--- config.mk ---
export PLATFORM = sky130hd
export DESIGN_NAME = contador_asc_desc_flat
export DESIGN_NICKNAME = d
export VERILOG_FILES = /design/src/rtl/contador_asc_desc_if.sv /design/src/rtl/contador_asc_desc.sv /design/src/flat_wrapper.sv
export SDC_FILE = /design/constraint.sdc
export NUM_CORES = 1
export LEC_CHECK = 0
export CAP_MARGIN = 10
export CORE_MARGIN = 2
export CORE_UTILIZATION = 50
export DETAILED_ROUTE_END_ITERATION = 7
export PLACE_DENSITY = 0.7
export SYNTH_ARGS = -nofsm -noshare
export SYNTH_HDL_FRONTEND = slang
export SYNTH_SLANG_ARGS = --single-unit
--- constraint.sdc ---
create_clock -name clock_fpga -period 7.4 [get_ports clock_fpga]
set_input_delay 0.74 -clock clock_fpga [delete_from_list [all_inputs] [get_ports clock_fpga]]
set_output_delay 0.74 -clock clock_fpga [all_outputs]
set_load 0.1 [all_outputs]
--- src/rtl/contador_asc_desc_if.sv ---
// ============================================================================
//  contador_asc_desc_if : button inputs and display/status outputs of the
//  up/down counter stage.
//  Revision: 1.0
// ============================================================================
`default_nettype none

interface contador_asc_desc_if;
  logic       step_in;
  logic       dir_in;
  logic [6:0] count;
  logic [6:0] seg_tens;
  logic [6:0] seg_units;
  logic       dir_down;
  logic       wrap_pulse;

  modport master (
    output step_in,
    output dir_in,
    input  count,
    input  seg_tens,
    input  seg_units,
    input  dir_down,
    input  wrap_pulse
  );

  modport slave (
    input  step_in,
    input  dir_in,
    output count,
    output seg_tens,
    output seg_units,
    output dir_down,
    output wrap_pulse
  );
endinterface

`default_nettype wire

--- src/rtl/contador_asc_desc.sv ---
// ============================================================================
//  contador_asc_desc : modulo up/down counter with auto-repeat step button,
//  direction toggle and two-digit active-low 7-segment display.
//  Revision: 1.0
// ============================================================================
`default_nettype none

module contador_asc_desc #(
  parameter int MODULO        = 60,
  parameter int HOLD_CYCLES   = 25_000_000,
  parameter int REPEAT_CYCLES = 5_000_000
) (
  input  logic                clock_fpga,
  input  logic                reset_n,
  contador_asc_desc_if.slave  bus
);

  localparam int MAX_CYC = (HOLD_CYCLES > REPEAT_CYCLES) ? HOLD_CYCLES : REPEAT_CYCLES;
  localparam int TIMER_W = (MAX_CYC > 2) ? $clog2(MAX_CYC) : 1;

  localparam logic [TIMER_W-1:0] HOLD_LAST   = TIMER_W'(HOLD_CYCLES - 1);
  localparam logic [TIMER_W-1:0] REPEAT_LAST = TIMER_W'(REPEAT_CYCLES - 1);
  localparam logic [6:0]         COUNT_MAX   = 7'(MODULO - 1);
  localparam logic [6:0]         SEG_ZERO    = 7'b1000000;

  typedef enum logic [1:0] {
    ST_IDLE   = 2'd0,
    ST_HOLD   = 2'd1,
    ST_REPEAT = 2'd2
  } step_state_e;

  step_state_e        state_q, state_d;
  logic [TIMER_W-1:0] timer_q, timer_d;
  logic               step_prev_q;
  logic               dir_prev_q;
  logic [6:0]         count_q, count_d;
  logic               dir_down_q, dir_down_d;
  logic               wrap_q, wrap_d;
  logic [6:0]         seg_tens_q;
  logic [6:0]         seg_units_q;

  logic step_rise;
  logic dir_rise;
  logic step_fire;

  // Active-low {g,f,e,d,c,b,a}; anything out of range shows blank.
  function automatic logic [6:0] seg7(input logic [6:0] digit);
    logic [6:0] seg;
    case (digit)
      7'd0:    seg = 7'b1000000;
      7'd1:    seg = 7'b1111001;
      7'd2:    seg = 7'b0100100;
      7'd3:    seg = 7'b0110000;
      7'd4:    seg = 7'b0011001;
      7'd5:    seg = 7'b0010010;
      7'd6:    seg = 7'b0000010;
      7'd7:    seg = 7'b1111000;
      7'd8:    seg = 7'b0000000;
      7'd9:    seg = 7'b0010000;
      default: seg = 7'b1111111;
    endcase
    return seg;
  endfunction

  assign step_rise = bus.step_in & ~step_prev_q;
  assign dir_rise  = bus.dir_in  & ~dir_prev_q;

  // Edge-detect history resets high so a button held through reset is ignored
  always_ff @(posedge clock_fpga or negedge reset_n) begin
    if (!reset_n) begin
      step_prev_q <= 1'b1;
      dir_prev_q  <= 1'b1;
    end else begin
      step_prev_q <= bus.step_in;
      dir_prev_q  <= bus.dir_in;
    end
  end

  always_ff @(posedge clock_fpga or negedge reset_n) begin
    if (!reset_n) begin
      state_q <= ST_IDLE;
      timer_q <= '0;
    end else begin
      state_q <= state_d;
      timer_q <= timer_d;
    end
  end

  always_comb begin
    state_d   = state_q;
    timer_d   = timer_q;
    step_fire = 1'b0;
    case (state_q)
      ST_IDLE: begin
        if (step_rise) begin
          step_fire = 1'b1;
          timer_d   = '0;
          state_d   = ST_HOLD;
        end
      end
      ST_HOLD: begin
        if (!bus.step_in) begin
          timer_d = '0;
          state_d = ST_IDLE;
        end else if (timer_q == HOLD_LAST) begin
          step_fire = 1'b1;
          timer_d   = '0;
          state_d   = ST_REPEAT;
        end else begin
          timer_d = timer_q + 1'b1;
        end
      end
      ST_REPEAT: begin
        if (!bus.step_in) begin
          timer_d = '0;
          state_d = ST_IDLE;
        end else if (timer_q == REPEAT_LAST) begin
          step_fire = 1'b1;
          timer_d   = '0;
        end else begin
          timer_d = timer_q + 1'b1;
        end
      end
      default: begin
        timer_d = '0;
        state_d = ST_IDLE;
      end
    endcase
  end

  // A step uses the direction held before this edge; a same-edge toggle only
  // affects later steps.
  always_comb begin
    count_d    = count_q;
    wrap_d     = 1'b0;
    dir_down_d = dir_down_q ^ dir_rise;
    if (step_fire) begin
      if (!dir_down_q) begin
        if (count_q == COUNT_MAX) begin
          count_d = '0;
          wrap_d  = 1'b1;
        end else begin
          count_d = count_q + 7'd1;
        end
      end else begin
        if (count_q == 7'd0) begin
          count_d = COUNT_MAX;
          wrap_d  = 1'b1;
        end else begin
          count_d = count_q - 7'd1;
        end
      end
    end
  end

  always_ff @(posedge clock_fpga or negedge reset_n) begin
    if (!reset_n) begin
      count_q    <= '0;
      dir_down_q <= 1'b0;
      wrap_q     <= 1'b0;
    end else begin
      count_q    <= count_d;
      dir_down_q <= dir_down_d;
      wrap_q     <= wrap_d;
    end
  end

  always_ff @(posedge clock_fpga or negedge reset_n) begin
    if (!reset_n) begin
      seg_tens_q  <= SEG_ZERO;
      seg_units_q <= SEG_ZERO;
    end else begin
      seg_tens_q  <= seg7(count_q / 7'd10);
      seg_units_q <= seg7(count_q % 7'd10);
    end
  end

  assign bus.count      = count_q;
  assign bus.seg_tens   = seg_tens_q;
  assign bus.seg_units  = seg_units_q;
  assign bus.dir_down   = dir_down_q;
  assign bus.wrap_pulse = wrap_q;

endmodule

`default_nettype wire

--- src/flat_wrapper.sv ---
// flat-port wrapper written by rule: the top's interface ports become plain ports
module contador_asc_desc_flat 
#(
  parameter int MODULO        = 60,
  parameter int HOLD_CYCLES   = 25_000_000,
  parameter int REPEAT_CYCLES = 5_000_000
)
  (clock_fpga, reset_n, bus_step_in, bus_dir_in, bus_count, bus_seg_tens, bus_seg_units, bus_dir_down, bus_wrap_pulse);
  contador_asc_desc_if bus_i ();
  input  logic clock_fpga;
  input  logic reset_n;
  input wire logic [$bits(bus_i.step_in)-1:0] bus_step_in;
  input wire logic [$bits(bus_i.dir_in)-1:0] bus_dir_in;
  output wire logic [$bits(bus_i.count)-1:0] bus_count;
  output wire logic [$bits(bus_i.seg_tens)-1:0] bus_seg_tens;
  output wire logic [$bits(bus_i.seg_units)-1:0] bus_seg_units;
  output wire logic [$bits(bus_i.dir_down)-1:0] bus_dir_down;
  output wire logic [$bits(bus_i.wrap_pulse)-1:0] bus_wrap_pulse;
  assign bus_i.step_in = bus_step_in;
  assign bus_i.dir_in = bus_dir_in;
  assign bus_count = bus_i.count;
  assign bus_seg_tens = bus_i.seg_tens;
  assign bus_seg_units = bus_i.seg_units;
  assign bus_dir_down = bus_i.dir_down;
  assign bus_wrap_pulse = bus_i.wrap_pulse;
  contador_asc_desc #(.MODULO(MODULO), .HOLD_CYCLES(HOLD_CYCLES), .REPEAT_CYCLES(REPEAT_CYCLES)) u_core (.clock_fpga(clock_fpga), .reset_n(reset_n), .bus(bus_i));
endmodule
==> summary.txt, run 1 <==
Cells and area
  • Fill cells: about 670
  • Nets: around 460
  • Layout cells sized above 1: 0.06122
  • Synthesis-to-finish area growth: 10.26%
  • Most common cell after layout, fill and taps aside: dfrtp_1
  • Utilization after layout: 0.5660
  • Antenna cells: 0
  • Most frequent cells in the layout: dfrtp_1, nor2_1, nand2_1

Critical path
  • Crit-path max FO: 36
  • Slowest-stage cell, CP: dfrtp_1
  • Crit path from: u_core.bus.count[3]
  • CP Class: register to register
  • CP endpoint kind: register
  • Crit Reg-Reg Endpoint: u_core.bus.seg_units[5]
  • Critical path depth in cells: 12
  • FF-to-FF path depth: 12
  • Crit path launch type: register
  • CP max stage delay: ~1100 ps
  • FF-to-FF Start: u_core.bus.count[3]
  • Crit-path cells: nor2b_1 -> xnor2_1 -> o221a_2 -> ha_1 -> a21oi_2 -> nor2_1 -> xnor2_1 -> ha_1 -> inv_1 -> o211ai_1 -> nor3_1 -> o21ai_0
  • Worst path required time: around 7600 ps
  • R2r setup slk: just under 4000 ps
  • CP Buf/Inv Count: 1
  • CP Data Arrival Time: ~3700 ps
  • Worst setup endpoint: u_core.bus.seg_units[5]
  • CP top delay family: flip-flops

Run
  • # Max-Cap Violations: 0

Floorplan
  • Starting density of the core: 0.5133
  • # rows: 31
  • Die width: roughly 90 um
  • IO Pins: 27
  • Die ar.: a little over 8000 um2
  • Core area: 7176 um2
  • Die height: between 80 and 90 um

Global route
  • Largest net degree at the start of global routing: 53
  • GR Overflow Total: 0
  • Initial antenna violation count: 0
  • First-pass GRT wire length: 13400 um
  • Tot GR Track Use: 0.1969
  • Vias in the first global route: 2851

STA
  • Final period utilization: 0.4703
  • Setup Viol. Count Final: 0
  • Max-slew violations: 0
  • Fin Setup TNS: 0 ps
  • Setup WS post-layout: about 3900 ps
  • Fin. Hold Viols: 0
  • Worst-Margin Slew: roughly 1100 ps
  • Fin crit period: ~3500 ps
  • Max frequency: roughly 290 MHz
  • Slew Limit Headroom: 0.2937
  • RSZ-0062 raised after global routing: false
  • Final clock skew: roughly 16 ps

Detailed routing
  • DRT Pass-1 Iters: 5
  • Remaining DRCs: 0
  • Total number of vias: between 3000 and 4000
  • DR iter-0 viols: between 150 and 200
  • Post-DRT Antenna Nets: 0
  • Final WL: roughly 7800 um
  • Vias per cell: slightly below 6
  • Routed WL per cell: about 15 um

Yosys
  • Simple-Gate Fraction of Synth Area: 0.2323
  • Post-synthesis cell area: ~3700 um2
  • Number of synthesized flops with an enable pin: 0
  • Distinct cells, synth: 64
  • Post-Synth Adder-Cell Area: 0.06114
  • Synth Area in Compound Gates: 0.2041
  • Synth Instances: approximately 430
  • Post-synthesis mux area share: 0.03227
  • Seq/Total Area, Yosys: 0.3546
  • Post-synthesis register bit count: 52
  • Post-Syn Area per Cell: around 8.6 um2
  • Largest family of logic cells by synthesized area: simple AND/OR/NAND/NOR gates
  • Synthesis warning total: 0
  • Total nets after synthesis: 449
  • Async set-reset flop share out of synthesis: 1.000
  • Post-Synth XOR/XNOR Area: 0.06658
  • Main synth FF type: dfrtp_1

Placed design
  • RD Place Congestion: just over 0.8
  • Detailed placement HPWL: around 5400 um
  • Post-place setup slack: about 4000 ps
  • Port Buffers: 26

Clock network
  • Num CTS Buffers: 5
  • Post-CTS Hold Fix Bufs: 0
  • Worst skew pair latency: 320 ps
  • CTS resizes: 0
  • CTS tree: done
  • CTS sink cnt: 52
  • Root Buffer: clkbuf_8
  • # Post-CTS Setup Buffers: 0
  • Reg clk slew, reported paths: 100 ps
  • Clock buffer depth: 2
  • H-Tree Depth: 2

Run status
  • Status: completed

Min path
  • Hold/Removal Path Class: register to register
-- worst register-to-register path, cell delays in order (launching register included) --
cell      delay [ps]
dfrtp_1         1050
nor2b_1          270
xnor2_1          210
o221a_2          280
ha_1             260
a21oi_2           60
nor2_1           400
xnor2_1          180
ha_1             220
inv_1             50
o211ai_1          90
nor3_1           170
o21ai_0          110
-- metal layers --
metal | vias to the layer above | wire length [um] | track usage
li1 | 1568 | - | -
met1 | 1551 | 3811 | 0.2937
met2 | 81 | 3600 | 0.2955
met3 | 8 | 326 | 0.02515
met4 | 0 | 97 | 0.06923
met5 | - | 0 | 0
-- final cells by class --
cell class                 instances  area, um2  share of cell area
clock inverter                     2      38.79            0.009550
sequential                        52       1306              0.3216
tap                               99      123.9             0.03050
inverter                          16      60.06             0.01479
clock buffer                       6      72.57             0.01787
timing repair buffer              27      262.8             0.06469
multi-input combinational        338       2197              0.5410
-- metrics by stage --
| stage | std cells | hold slack (ps) | instance area, um2 |
|---|---|---|---|
| after floorplan | 427 | 444.4 | 3684 |
| after global placement | 532 | 471.4 | 3950 |
| after detailed placement | 532 | 471.5 | 3950 |
| after CTS | 540 | 492.5 | 4061 |
| after global routing | 540 | 541.4 | 4061 |
| final | 540 | 491.5 | 4061 |
-- registers in the layout, summed over array words and instances (netlist names) --
name	cells
u_core.timer_q	25
u_core.bus.count	7
u_core.bus.seg_tens	7
u_core.bus.seg_units	7
u_core.state_q	2
u_core.bus.dir_down	1
u_core.bus.wrap_pulse	1
u_core.dir_prev_q	1
u_core.step_prev_q	1
-- cells in the mapped netlist (3+ instances only) --
cell type   n  share of area
nand2_1    33          0.034
a22oi_1     4         0.0082
nor3_1     13          0.018
a211oi_1    4         0.0082
o22ai_1     5         0.0085
mux2_2      3         0.0092
xor2_1     11          0.026
nor2b_1     9          0.015
clkbuf_1    5         0.0051
a31oi_1     6          0.010
buf_2       9          0.012
o22a_1      3         0.0071
nand3_1    20          0.027
nand2b_1    9          0.015
nor2_1     44          0.045
a21oi_1    19          0.026
o31ai_1     6          0.012
or3_1       3         0.0051
dfstp_2     4          0.029
xnor2_1    17          0.040
inv_1      16          0.016
and2_1      4         0.0068
buf_4       3         0.0061
mux2i_1     7          0.019
ha_1       18          0.061
o21a_1      3         0.0061
o21ai_0    31          0.042
o211ai_1    5          0.010
dfrtp_1    48           0.33
o21ai_1     6         0.0082
and3_1      3         0.0051
nand3b_1    3         0.0061
nand4_1     8          0.014
-- worst min path at each step --
stage | start | depth (start not counted) | slack [ps] | to
5_1_grt | u_core.timer_q[4] | 1 | 540 | u_core.timer_q[4]
4_1_cts | u_core.timer_q[4] | 1 | 490 | u_core.timer_q[4]
3_5_place_dp | u_core.timer_q[4] | 1 | 470 | u_core.timer_q[4]
3_3_place_gp | u_core.timer_q[4] | 1 | 470 | u_core.timer_q[4]
6_report | u_core.timer_q[4] | 1 | 490 | u_core.timer_q[4]
2_1_floorplan | reset_n | 0 | 440 | u_core.bus.count[0]
-- logic make-up after synthesis --
| group | Yosys count |
|---|---|
| AND/OR/NAND/NOR | 166 |
| AO/OA/AOI/OAI | 115 |
| flip-flops | 52 |
| buffers and inverters | 37 |
| XOR/XNOR | 28 |
| adder cells (fa/ha/maj) | 18 |
| multiplexers | 11 |
Power of run 1 is not shown: default switching activity piles up to over one toggle a cycle in this logic, so the estimate is an artifact.
==> run 2: changes to the inputs <==
- clock period: 7.4 -> 3.49 ns (I/O delays scaled with it)
==> summary.txt, run 2 (synthesis gave the netlist of run 1 again) <==
Cells and area
  • Layout cells sized above 1: 0.09152 (was 0.06122)
  • Biggest register: u_core.timer_q (unchanged)
  • Nets: 469 (was 462)
  • Synthesis-to-finish area growth: 10.70% (was 10.26%)
  • Most frequent cells in the layout: dfrtp_1, nor2_1, nand2_1 (unchanged)
  • Utilization after layout: 0.5683 (was 0.5660)
  • Area of the multi-input gates: 2197 um2 (unchanged)
  • Fill cells: 664 (was 665)
  • Antenna cells: 0 (unchanged)
  • Sequential Area: 1306 um2 (unchanged)
  • Max reg flops: 25 (unchanged)
  • Most common cell after layout, fill and taps aside: dfrtp_1 (unchanged)

STA
  • Fin Setup TNS: 0 ps (unchanged)
  • Fin. Hold Viols: 0 (unchanged)
  • Max frequency: 324.6 MHz (was 287.3 MHz)
  • Max-slew violations: 0 (unchanged)
  • Final clock skew: 17.37 ps (was 16.11 ps)
  • Slew Limit Headroom: 0.3469 (was 0.2937)
  • Final period utilization: 0.8828 (was 0.4703)
  • Setup Viol. Count Final: 0 (unchanged)
  • RSZ-0062 raised after global routing: false (unchanged)
  • Worst-Margin Slew: 976.6 ps (was 1059 ps)
  • Fin crit period: 3081 ps (was 3480 ps)

Critical path
  • CP endpoint kind: register (unchanged)
  • CP Class: register to register (unchanged)
  • Crit-path max FO: 10 (was 36)
  • Worst path required time: 3690 ps (was 7590 ps)
  • CP Data Arrival Time: 3280 ps (was 3670 ps)
  • FF-to-FF path depth: 13 (was 12)
  • Crit path launch type: register (unchanged)

Detailed routing
  • DRT Pass-1 Iters: 5 (unchanged)
  • DR iter-0 viols: 148 (was 183)
  • Post-DRT Antenna Nets: 0 (unchanged)
  • Final WL: 8115 um (was 7836 um)
  • Total number of vias: 3225 (was 3208)
  • Vias per cell: 5.896 (was 5.941)
  • Routed WL per cell: 14.84 um (was 14.51 um)
  • Remaining DRCs: 0 (unchanged)

Floorplan
  • Die height: 89.83 um (unchanged)
  • Die ar.: 8069 um2 (unchanged)
  • Die width: 89.83 um (unchanged)
  • # rows: 31 (unchanged)
  • Starting density of the core: 0.5133 (unchanged)
  • IO Pins: 27 (unchanged)
  • Core area: 7176 um2 (unchanged)

Global route
  • Initial antenna violation count: 0 (unchanged)
  • GR Overflow Total: 0 (unchanged)
  • First-pass GRT wire length: 13880 um (was 13400 um)
  • Vias in the first global route: 2944 (was 2851)
  • Tot GR Track Use: 0.2035 (was 0.1969)
  • Largest net degree at the start of global routing: 36 (was 53)

Clock network
  • Num CTS Buffers: 5 (unchanged)
  • Post-CTS Hold Fix Bufs: 0 (unchanged)
  • CTS resizes: 0 (unchanged)
  • CTS sink cnt: 52 (unchanged)
  • Worst skew pair latency: 320 ps (about the same)
  • Clock buffer depth: 2 (unchanged)
  • # Post-CTS Setup Buffers: 0 (unchanged)
  • Root Buffer: clkbuf_8 (unchanged)
  • H-Tree Depth: 2 (unchanged)
  • Reg clk slew, reported paths: 110 ps (was 100 ps)
  • CTS tree: done (unchanged)

Placed design
  • Detailed placement HPWL: 5801 um (was 5406 um)
  • RD Place Congestion: 0.9297 (was 0.8266)
  • Port Buffers: 26 (unchanged)

Run status
  • Status: completed (unchanged)

Run
  • # Max-Cap Violations: 0 (unchanged)

Min path
  • Hold/Removal Path Class: primary input to async pin (was register to register)
[run 2: cell type report]
type	instances	area share
repair buffers	34	0.07364
inverters	16	0.01473
multi-input cells	338	0.5388
flip-flops and latches	52	0.3203
clock inverters	3	0.005216
well taps	99	0.03038
clock buffers	5	0.01688
[run 2: worst max-delay path, cell delays in order (launching register included)]
cell      delay, ps
dfrtp_1         540
inv_1           230
ha_1            320
nor2b_1         160
o32ai_1         110
a21oi_1         230
o22ai_1         160
nor2_1          460
xnor2_1         170
ha_1            210
inv_1            50
o211ai_1         90
nor3_1          140
o21ai_0         100
[run 2: final timing paths]
check | startpoint | end | slack [ps]
worst min-delay path | reset_n | u_core.timer_q[18] | 70
max in group asynchronous | reset_n | u_core.dir_prev_q | 2610
min in group clock_fpga | bus_dir_in | u_core.dir_prev_q | 450
worst min register to register | u_core.timer_q[4] | u_core.timer_q[4] | 480
worst max register to register | u_core.bus.count[0] | u_core.bus.seg_units[5] | 410
worst max-delay path | u_core.bus.count[0] | u_core.bus.seg_units[5] | 410
[run 2: stage by stage]
step	cells	setup slack [ps]	hold WS, ps	instance area (um2)
floorplan	427	127.6	53.41	3684
global placement	539	505.8	456.7	3988
detailed placement	539	450.3	459.4	3988
CTS	547	429.8	101.8	4078
global route	547	106.0	140.3	4078
finish	547	408.9	73.47	4078
[run 2: per-layer routing]
layer	global-route usage	part of all wire
met5	0	0
met4	0.06026	0.014
met3	0.03018	0.035
met2	0.3245	0.46
met1	0.2889	0.49
Power of run 2 is left out for the same reason.
==> run 3: changes to the inputs <==
- CORE_ASPECT_RATIO: not set -> 0.7
==> summary.txt, run 3 (synthesis gave the netlist of run 1 again) <==
Placed design
  • RD Place Congestion: 0.9224 (was 0.9297)
  • Port Buffers: 26 (unchanged)
  • Detailed placement HPWL: 6039 um (was 5801 um)

Floorplan
  • Starting density of the core: 0.5100 (was 0.5133)
  • Die width: 106.6 um (was 89.83 um)
  • Core area: 7222 um2 (was 7176 um2)
  • IO Pins: 27 (unchanged)
  • # rows: 26 (was 31)
  • Die height: 75.81 um (was 89.83 um)
  • Die ar.: 8081 um2 (was 8069 um2)

Clock network
  • CTS sink cnt: 52 (unchanged)
  • H-Tree Depth: 2 (unchanged)
  • # Post-CTS Setup Buffers: 0 (unchanged)
  • CTS resizes: 0 (unchanged)
  • Reg clk slew, reported paths: 100 ps (was 110 ps)
  • Worst skew pair latency: 310 ps (was 320 ps)
  • Clock buffer depth: 2 (unchanged)
  • CTS tree: done (unchanged)
  • Post-CTS Hold Fix Bufs: 0 (unchanged)
  • Root Buffer: clkbuf_8 (unchanged)
  • Num CTS Buffers: 5 (unchanged)

Critical path
  • Crit path from: u_core.bus.count[0] (unchanged)
  • Crit path launch type: register (unchanged)
  • FF-to-FF Start: u_core.bus.count[0] (unchanged)
  • Crit-path max FO: 10 (unchanged)
  • Crit Reg-Reg Endpoint: u_core.bus.seg_units[5] (unchanged)
  • Worst setup endpoint: u_core.bus.seg_units[5] (unchanged)
  • CP Data Arrival Time: 3320 ps (was 3280 ps)
  • CP Class: register to register (unchanged)
  • FF-to-FF path depth: 13 (unchanged)
  • R2r setup slk: 360 ps (was 410 ps)
  • Worst path required time: 3680 ps (was 3690 ps)
  • CP endpoint kind: register (unchanged)

STA
  • Fin Setup TNS: 0 ps (unchanged)
  • RSZ-0062 raised after global routing: false (unchanged)
  • Max frequency: 319.3 MHz (was 324.6 MHz)
  • Worst-Margin Slew: 1063 ps (was 976.6 ps)
  • Fin crit period: 3132 ps (was 3081 ps)
  • Max-slew violations: 0 (unchanged)
  • Final clock skew: 10.82 ps (was 17.37 ps)
  • Slew Limit Headroom: 0.2892 (was 0.3469)
  • Setup Viol. Count Final: 0 (unchanged)
  • Final period utilization: 0.8974 (was 0.8828)
  • Fin. Hold Viols: 0 (unchanged)

Detailed routing
  • Post-DRT Antenna Nets: 0 (unchanged)
  • Remaining DRCs: 0 (unchanged)
  • DR iter-0 viols: 275 (was 148)
  • Total number of vias: 3156 (was 3225)
  • Final WL: 8237 um (was 8115 um)
  • DRT Pass-1 Iters: 5 (unchanged)
  • Routed WL per cell: 15.09 um (was 14.84 um)
  • Vias per cell: 5.780 (was 5.896)

Cells and area
  • Nets: 469 (unchanged)
  • Max reg flops: 25 (unchanged)
  • Synthesis-to-finish area growth: 11.24% (was 10.70%)
  • Most common cell after layout, fill and taps aside: dfrtp_1 (unchanged)
  • Antenna cells: 0 (unchanged)
  • Biggest register: u_core.timer_q (unchanged)
  • Layout cells sized above 1: 0.08929 (was 0.09152)
  • Most frequent cells in the layout: dfrtp_1, nor2_1, nand2_1 (unchanged)

Global route
  • GR Overflow Total: 0 (unchanged)
  • First-pass GRT wire length: 13880 um (about the same)
  • Initial antenna violation count: 0 (unchanged)
  • Largest net degree at the start of global routing: 36 (unchanged)
  • Vias in the first global route: 2808 (was 2944)
  • Tot GR Track Use: 0.2170 (was 0.2035)

Run
  • # Max-Cap Violations: 0 (unchanged)

Min path
  • Hold/Removal Path Class: primary input to async pin (unchanged)

Run status
  • Status: completed (unchanged)
## run 3: layout make-up
type | count | area, um2
timing repair buffer | 34 | 300.3
multi-input combinational | 338 | 2197
fill | 678 | 3124
inverter | 16 | 60.06
clock buffer | 6 | 72.57
tap | 98 | 122.6
sequential | 52 | 1306
clock inverter | 2 | 38.79
## run 3: worst min path at each step
stage	slack [ps]	to	cells after the start	startpoint
3_5_place_dp	420	u_core.timer_q[1]	1	reset_n
5_1_grt	110	u_core.timer_q[2]	1	reset_n
3_3_place_gp	430	u_core.timer_q[1]	1	reset_n
2_1_floorplan	50	u_core.bus.count[0]	0	reset_n
6_report	60	u_core.timer_q[1]	1	reset_n
4_1_cts	80	u_core.timer_q[1]	1	reset_n
## run 3: worst max-delay path: stages, from the launching register on
cell      delay, ps
dfrtp_1         530
inv_1           230
ha_1            290
nor2b_1         160
nor3_1           80
a211oi_2        250
o22ai_1         190
nor2_1          470
xnor2_1         170
ha_1            210
inv_1            60
o211ai_1        100
nor3_1          160
o21ai_0         110
## run 3: per-stage QoR
stage          hold WS (ps)  instance area (um2)    util  std cells  setup WS, ps
5_1_grt               114.9                 4098  0.5674        546         52.01
3_3_place_gp          429.9                 3986  0.5520        538         507.8
2_1_floorplan         53.41                 3684       -        427         127.6
3_5_place_dp          424.4                 3986  0.5520        538         397.5
6_report              57.24                 4098  0.5674        546         358.2
4_1_cts               77.17                 4098  0.5674        546         380.7
## run 3: metal layers
layer	vias up	wire, um	part of all wire	track usage
met2	121	3241	0.39	0.3057
met4	0	97	0.012	0.05916
met3	11	650	0.079	0.04962
met1	1444	4247	0.52	0.3324
li1	1580	-	-	-
met5	-	0	0	0
Power of run 3 is left out for the same reason.
